--- config.mk ---
export PLATFORM = sky130hd
export DESIGN_NAME = dram_cmd_decoder
export DESIGN_NICKNAME = d
export VERILOG_FILES = /design/src/rtl/dram_cmd_decoder.sv
export SDC_FILE = /design/constraint.sdc
export NUM_CORES = 1
export LEC_CHECK = 0
export BUFFER_PORTS_ARGS = -buffer_cell sky130_fd_sc_hd__buf_2
export CAP_MARGIN = 20
export CELL_PAD_IN_SITES_DETAIL_PLACEMENT = 1
export CELL_PAD_IN_SITES_GLOBAL_PLACEMENT = 1
export CORE_AREA = 2 2 82 116
export CTS_BUF_LIST = sky130_fd_sc_hd__clkbuf_8
export DETAILED_ROUTE_END_ITERATION = 7
export DIE_AREA = 0 0 84 118
export PLACE_DENSITY = 0.77
export SLEW_MARGIN = 0
export SYNTH_ARGS = -nofsm -noshare
export SYNTH_HDL_FRONTEND = slang
export SYNTH_SLANG_ARGS = --single-unit
--- constraint.sdc ---
create_clock -name CLK -period 1.47 [get_ports CLK]
set_input_delay 0.0735 -clock CLK [delete_from_list [all_inputs] [get_ports CLK]]
set_output_delay 0.0735 -clock CLK [all_outputs]
set_load 0.05 [all_outputs]
--- src/rtl/dram_cmd_decoder.sv ---
// DDR4 command-bus receiver: decode, per-bank open tracking, violation flags, CL/CWL data windows.
// One-cycle registered outputs, no backpressure; DRAM_CMD_DEC_TIMING_CHECK_EN adds tRCD/tRP/tRAS/tRFC checks.
package dram_pkg;
  localparam int RANK_BITS       = 1;
  localparam int BANK_GROUP_BITS = 2;
  localparam int BANK_BITS       = 2;
  localparam int ROW_BITS        = 18;
  localparam int COLUMN_BITS     = 10;
  localparam int ADDR_BITS       = 14;
endpackage

module dram_cmd_decoder
  import dram_pkg::*;
#(
  parameter int T_RCD     = 16,
  parameter int T_RP      = 16,
  parameter int T_RAS     = 39,
  parameter int T_RFC     = 256,
  parameter int CL        = 16,
  parameter int CWL       = 12,
  parameter int BURST_LEN = 8
) (
  input  logic                                      CLK,
  input  logic                                      nRST,
  input  logic                                      CS_n,
  input  logic                                      ACT_n,
  input  logic                                      RAS_n_A16,
  input  logic                                      CAS_n_A15,
  input  logic                                      WE_n_A14,
  input  logic [BANK_GROUP_BITS-1:0]                BG,
  input  logic [BANK_BITS-1:0]                      BA,
  input  logic [ADDR_BITS-1:0]                      ADDR,
  input  logic                                      ADDR_17,
  output logic                                      cmd_valid,
  output logic [3:0]                                cmd_code,
  output logic [BANK_GROUP_BITS+BANK_BITS-1:0]      cmd_bank,
  output logic [ROW_BITS-1:0]                       cmd_row,
  output logic [COLUMN_BITS-1:0]                    cmd_col,
  output logic                                      cmd_ap,
  output logic [(1<<(BANK_GROUP_BITS+BANK_BITS))-1:0] bank_open,
  output logic                                      err_valid,
  output logic [2:0]                                err_code,
  output logic                                      rd_window,
  output logic                                      wr_window
);
  localparam int BW  = BANK_GROUP_BITS + BANK_BITS;
  localparam int NB  = 1 << BW;
  localparam int HB  = BURST_LEN / 2;
  localparam int RDD = CL + HB - 1;
  localparam int WRD = CWL + HB - 1;

  localparam logic [3:0] C_DES = 4'd0, C_NOP = 4'd1, C_ACT = 4'd2, C_RD = 4'd3,
                         C_WR = 4'd4, C_PRE = 4'd5, C_PREA = 4'd6, C_REF = 4'd7,
                         C_MRS = 4'd8, C_ZQC = 4'd9, C_RFU = 4'd10;

  logic [3:0]            code;
  logic [BW-1:0]         bank;
  logic [ADDR_BITS+3:0]  row_full;
  logic [ROW_BITS-1:0]   row;
  logic                  a10;
  logic                  is_act, is_rd, is_wr, is_rdwr, is_pre, is_prea, is_ref, is_state_cmd;
  logic                  any_open, accept;
  logic [2:0]            err_c;
  logic [NB-1:0]         open_v, close_v;

  logic                  cmd_valid_q, cmd_valid_d;
  logic [3:0]            cmd_code_q, cmd_code_d;
  logic [BW-1:0]         cmd_bank_q, cmd_bank_d;
  logic [ROW_BITS-1:0]   cmd_row_q, cmd_row_d;
  logic [COLUMN_BITS-1:0] cmd_col_q, cmd_col_d;
  logic                  cmd_ap_q, cmd_ap_d;
  logic [NB-1:0]         bank_open_q, bank_open_d;
  logic                  err_valid_q, err_valid_d;
  logic [2:0]            err_code_q, err_code_d;
  logic [RDD-1:0]        rd_sr_q, rd_sr_d;
  logic [WRD-1:0]        wr_sr_q, wr_sr_d;
  logic                  rd_window_q, rd_window_d;
  logic                  wr_window_q, wr_window_d;

  assign bank     = {BG, BA};
  assign a10      = ADDR[10];
  assign row_full = {ADDR_17, RAS_n_A16, CAS_n_A15, WE_n_A14, ADDR};
  assign row      = row_full[ROW_BITS-1:0];
  assign any_open = |bank_open_q;

  always_comb begin
    code = C_DES;
    if (!CS_n) begin
      if (!ACT_n) begin
        code = C_ACT;
      end else begin
        case ({RAS_n_A16, CAS_n_A15, WE_n_A14})
          3'b000:  code = C_MRS;
          3'b001:  code = C_REF;
          3'b010:  code = a10 ? C_PREA : C_PRE;
          3'b011:  code = C_RFU;
          3'b100:  code = C_WR;
          3'b101:  code = C_RD;
          3'b110:  code = C_ZQC;
          default: code = C_NOP;
        endcase
      end
    end
  end

  assign is_act       = (code == C_ACT);
  assign is_rd        = (code == C_RD);
  assign is_wr        = (code == C_WR);
  assign is_rdwr      = is_rd | is_wr;
  assign is_pre       = (code == C_PRE);
  assign is_prea      = (code == C_PREA);
  assign is_ref       = (code == C_REF);
  assign is_state_cmd = is_ref | (code == C_MRS) | (code == C_ZQC);

`ifdef DRAM_CMD_DEC_TIMING_CHECK_EN
  localparam int RCDW = $clog2(T_RCD + 1);
  localparam int RPW  = $clog2(T_RP + 1);
  localparam int RASW = $clog2(T_RAS + 1);
  localparam int RFCW = $clog2(T_RFC + 1);
  localparam logic [RCDW-1:0] RCD_LD = RCDW'(T_RCD - 1);
  localparam logic [RPW-1:0]  RP_LD  = RPW'(T_RP - 1);
  localparam logic [RASW-1:0] RAS_LD = RASW'(T_RAS - 1);
  localparam logic [RFCW-1:0] RFC_LD = RFCW'(T_RFC - 1);

  // Counters load T-1 on the accepting edge, so a zero count at a later edge means spacing >= T.
  logic [RCDW-1:0] rcd_q [NB];
  logic [RCDW-1:0] rcd_d [NB];
  logic [RPW-1:0]  rp_q  [NB];
  logic [RPW-1:0]  rp_d  [NB];
  logic [RASW-1:0] ras_q [NB];
  logic [RASW-1:0] ras_d [NB];
  logic [RFCW-1:0] rfc_q, rfc_d;
  logic            ras_viol, is_chk;

  assign is_chk = (code != C_DES) && (code != C_NOP) && (code != C_RFU);

  always_comb begin
    ras_viol = 1'b0;
    if ((is_pre || (is_rdwr && a10)) && bank_open_q[bank] && (ras_q[bank] != '0))
      ras_viol = 1'b1;
    if (is_prea) begin
      for (int i = 0; i < NB; i++) begin
        if (bank_open_q[i] && (ras_q[i] != '0)) ras_viol = 1'b1;
      end
    end
  end

  always_comb begin
    for (int i = 0; i < NB; i++) begin
      rcd_d[i] = (rcd_q[i] != '0) ? rcd_q[i] - RCDW'(1) : '0;
      rp_d[i]  = (rp_q[i]  != '0) ? rp_q[i]  - RPW'(1)  : '0;
      ras_d[i] = (ras_q[i] != '0) ? ras_q[i] - RASW'(1) : '0;
      if (open_v[i]) begin
        rcd_d[i] = RCD_LD;
        ras_d[i] = RAS_LD;
      end
      if (close_v[i]) rp_d[i] = RP_LD;
    end
    rfc_d = (rfc_q != '0) ? rfc_q - RFCW'(1) : '0;
    if (accept && is_ref) rfc_d = RFC_LD;
  end

  always_ff @(posedge CLK) begin
    for (int i = 0; i < NB; i++) begin
      rcd_q[i] <= nRST ? rcd_d[i] : '0;
      rp_q[i]  <= nRST ? rp_d[i]  : '0;
      ras_q[i] <= nRST ? ras_d[i] : '0;
    end
    rfc_q <= nRST ? rfc_d : '0;
  end
`endif

  // Later assignments take priority, so the list runs from lowest to highest precedence.
  always_comb begin
    err_c = 3'd0;
`ifdef DRAM_CMD_DEC_TIMING_CHECK_EN
    if (is_act && (rp_q[bank] != '0))   err_c = 3'd4;
    if (ras_viol)                        err_c = 3'd5;
    if (is_rdwr && (rcd_q[bank] != '0)) err_c = 3'd3;
`endif
    if (is_rdwr && !bank_open_q[bank])  err_c = 3'd2;
    if (is_act && bank_open_q[bank])    err_c = 3'd1;
    if (is_state_cmd && any_open)       err_c = 3'd6;
`ifdef DRAM_CMD_DEC_TIMING_CHECK_EN
    if (is_chk && (rfc_q != '0))        err_c = 3'd7;
`endif
  end

  always_comb begin
    cmd_valid_d = (code != C_DES) && (code != C_NOP);
    accept      = cmd_valid_d && (err_c == 3'd0);
    open_v      = '0;
    close_v     = '0;
    if (accept) begin
      if (is_act) open_v[bank] = 1'b1;
      if (is_pre || (is_rdwr && a10)) close_v[bank] = bank_open_q[bank];
      if (is_prea) close_v = bank_open_q;
    end
    bank_open_d = (bank_open_q & ~close_v) | open_v;
    cmd_code_d  = code;
    cmd_bank_d  = cmd_valid_d ? bank : '0;
    cmd_row_d   = is_act ? row : '0;
    cmd_col_d   = is_rdwr ? ADDR[COLUMN_BITS-1:0] : '0;
    cmd_ap_d    = is_rdwr & a10;
    err_valid_d = (err_c != 3'd0);
    err_code_d  = err_c;
    rd_sr_d     = {rd_sr_q[RDD-2:0], accept & is_rd};
    wr_sr_d     = {wr_sr_q[WRD-2:0], accept & is_wr};
    // A burst accepted at edge t sits at bit k after edge t+k; the window covers CL-1 .. CL+HB-2.
    rd_window_d = |rd_sr_d[RDD-1:CL-1];
    wr_window_d = |wr_sr_d[WRD-1:CWL-1];
  end

  always_ff @(posedge CLK) begin
    if (!nRST) begin
      cmd_valid_q <= 1'b0;
      cmd_code_q  <= '0;
      cmd_bank_q  <= '0;
      cmd_row_q   <= '0;
      cmd_col_q   <= '0;
      cmd_ap_q    <= 1'b0;
      bank_open_q <= '0;
      err_valid_q <= 1'b0;
      err_code_q  <= '0;
      rd_sr_q     <= '0;
      wr_sr_q     <= '0;
      rd_window_q <= 1'b0;
      wr_window_q <= 1'b0;
    end else begin
      cmd_valid_q <= cmd_valid_d;
      cmd_code_q  <= cmd_code_d;
      cmd_bank_q  <= cmd_bank_d;
      cmd_row_q   <= cmd_row_d;
      cmd_col_q   <= cmd_col_d;
      cmd_ap_q    <= cmd_ap_d;
      bank_open_q <= bank_open_d;
      err_valid_q <= err_valid_d;
      err_code_q  <= err_code_d;
      rd_sr_q     <= rd_sr_d;
      wr_sr_q     <= wr_sr_d;
      rd_window_q <= rd_window_d;
      wr_window_q <= wr_window_d;
    end
  end

  assign cmd_valid = cmd_valid_q;
  assign cmd_code  = cmd_code_q;
  assign cmd_bank  = cmd_bank_q;
  assign cmd_row   = cmd_row_q;
  assign cmd_col   = cmd_col_q;
  assign cmd_ap    = cmd_ap_q;
  assign bank_open = bank_open_q;
  assign err_valid = err_valid_q;
  assign err_code  = err_code_q;
  assign rd_window = rd_window_q;
  assign wr_window = wr_window_q;
endmodule

==> flow_summary.ini <==
[global_routing]
track_usage_pct = 20.89
grt_overflow = 0
grt_max_degree = 33
grt_pass1_vias = 3100
grt_pass1_wl_um = 16220
antenna_found_initial = 0

[power]
clkPwrFrac_pct = 25.7
p_leak_nw = 2.043
comb_power_share_pct = 27.7
p_seq_share_pct = 46.6
ir_worst_vdd_uv = 732.1
p_int_w = 0.003923
switching_share_pct = 34.91
p_per_area_nw_per_um2 = 1330
p_sw_w = 0.002105

[synth]
synth_nets = 323
ys_warn_count = 0
yosysSeqAreaShare_pct = 57.54
syn_area_um2 = 3201
synthCells = 297
yosys.cell_types.count = 37
avgSynthCellArea_um2 = 10.78
synth_seq_cells = 92

[place]
dpl.hpwl_um = 6549
dp_cells = 515
port_buffers = 85
gp_congestion = 0.8366
place_area_um2 = 4085

[sta]
setup_viol = 22
max_freq_mhz = 593.7
tightestPinTransition_ns = 0.5253
finalSetupTns_ns = -2.033
rsz0062_at_grt = yes
slew_headroom_pct = 64.52
fin_skew_ns = 0.004684
period_share_pct = 114.6
drv_slew = 0
hold_viol_final = 0
min_period_ns = 1.684
worst_slack_ns = -0.2144
whs_ns = 0.03312

[layout]
fin_cells = 551
layout_common_cells = buf_2 (85), dfxtp_1 (76), and2_1 (67)
regArea_um2 = 1897
drive_gt1_share_pct = 42.34
design_area_um2 = 4532
nFillCells = 1024
n_antenna_cell = 0
syn2layout_area_growth_pct = 41.60
multi_input_area_um2 = 1330
utilization_pct = 51.06
layout_commonest_cell = buf_2
num-nets-final = 465

[critical_path]
crit_fanout = 3
start_kind = register
critPathKind = reg2reg
end_kind = register
crit_arrival_ns = 1.94
timing.rr.end = err_valid
rr_worst_depth = 6
rrSetupSlack_ns = -0.21
startpoint = bank_open[8]
reg2reg_from = bank_open[8]
cp-endpoint = err_valid
crit_required_ns = 1.73

[flow_run]
cap_violations = 0

[route]
drt_iter0_markers = 143
routed_wl_um = 10200
vias = 2884
post_drt_wl_per_cell_um = 18.51
remaining_drc_errors = 0
first_pass_iters = 4
drtAntennaViolNets = 0
routed_via_density = 5.234

[cts]
clk_latency_ns = 0.36
cts_buffer_depth = 2
cts.clk_slew.worst_paths_ns = 0.09
cts_buffers = 9
cts_tree = done
cts.sinks = 92
cts_root_buf = clkbuf_8
htree_num_levels = 3

[worst_hold_path]
hold_path.class = in2reg

[die]
die_h_um = 118
die_width_um = 84
rows = 41
pin_count = 86
core-area_um2 = 8875
start_util_pct = 36.06
die_area_um2 = 9912

[run_status]
violations = setup timing
status = finished, violations left
[worst min path at each step]
stage                     startpoint           to  slack (ns)  cells past startpoint
final                          BA[1]  cmd_bank[1]        0.03                      2
after global routing           BA[1]  cmd_bank[1]        0.04                      2
after global placement      ADDR[13]  cmd_row[13]        0.27                      2
after CTS                      BA[1]  cmd_bank[1]        0.02                      2
after detailed placement    ADDR[11]  cmd_row[11]        0.28                      2
after floorplan                ACT_n  cmd_code[1]        0.17                      1
[per-stage QoR]
stage / setup slack, ns / total power (W)
5_1_grt: -0.2497 / 0.006270
4_1_cts: -0.1160 / 0.005979
6_report: -0.2144 / 0.006028
2_1_floorplan: -0.1126 / 0.003733
3_5_place_dp: -0.3678 / 0.004292
3_3_place_gp: -0.3450 / 0.004251
[layer usage]
| metal | share of wire [%] | routed length (um) | track usage, % |
|---|---|---|---|
| met3 | 4.0 | 407 | 4.278 |
| met4 | 4.5 | 455 | 10.79 |
| met1 | 37 | 3775 | 22.69 |
| met5 | 0 | 0 | 0 |
| met2 | 55 | 5562 | 37.65 |
[cell families after synthesis]
group	after synthesis	share of synthesized area (%)
flops	92	57.55
simple gates	117	21.23
compound gates	62	14.39
mux	5	3.597
xor+xnor	1	0.2737
buf+inv	20	2.971
[cells in the mapped netlist]
master,instances,area share [%]
nor4b_1,2,0.55
buf_1,1,0.12
a21o_1,1,0.23
a21oi_2,1,0.27
o211ai_2,1,0.39
a22oi_1,1,0.23
nor2b_1,5,0.98
or4b_1,1,0.31
o21a_1,2,0.47
buf_6,2,0.70
nand4_1,1,0.20
o22ai_1,1,0.20
nand2b_1,4,0.78
o21ai_1,16,2.5
buf_2,4,0.63
dfxtp_1,92,58
nor2_1,12,1.4
mux2i_1,1,0.31
xor2_1,1,0.27
and3_1,1,0.20
mux4_1,4,3.3
o21bai_1,1,0.23
clkbuf_1,12,1.4
and2b_1,1,0.23
o211a_1,1,0.31
a22oi_2,1,0.39
o211ai_1,12,2.8
nor4_1,6,1.2
nand2_1,13,1.5
inv_1,1,0.12
a41oi_1,2,0.55
nand3b_1,2,0.47
o311ai_0,4,1.1
a32oi_1,16,4.4
a21oi_1,2,0.31
and2_1,67,13
nor3_1,2,0.31
[worst max-delay path, stage by stage, from the launching register on]
cell and delay (ns):
dfxtp_4 0.36, nor4_2 0.38, nand4_1 0.21, o211ai_1 0.22
buf_4 0.19, o211ai_2 0.08, o211a_1 0.13
[power groups by stage]
stage	sequential (W)	clock (W)	combinational, W
after CTS	0.00280	0.00158	0.00160
after detailed placement	0.00284	0	0.00145
after global routing	0.00283	0.00169	0.00175
final	0.00281	0.00155	0.00167
after floorplan	0.00334	0	0.000397
after global placement	0.00283	0	0.00142
[what timing repair did]
item	CTS	global route
hold buffers	15	0
pin swaps	5	3
resized for setup	12	6
endpoints found under the setup margin	22	22
setup buffers	5	0
hold endpoints to repair	26	0
[state kept, by name, summed over array words and instances, names as in the netlist]
| signal | cells |
|---|---|
| cmd_row | 18 |
| rd_sr_q | 18 |
| bank_open | 16 |
| wr_sr_q | 14 |
| cmd_col | 10 |
| cmd_bank | 4 |
| cmd_code | 4 |
| err_code | 3 |
| cmd_ap | 1 |
| cmd_valid | 1 |
| err_valid | 1 |
| rd_window | 1 |
| wr_window | 1 |
[layout make-up]
type / count / area share [%]
inverters: 1 / 0.08283
well taps: 107 / 2.954
clock inverters: 7 / 1.160
clock buffers: 9 / 2.733
repair buffers: 150 / 21.87
flip-flops and latches: 92 / 41.86
multi-input cells: 185 / 29.35
No activity file was read; power rests on OpenSTA's default activity.
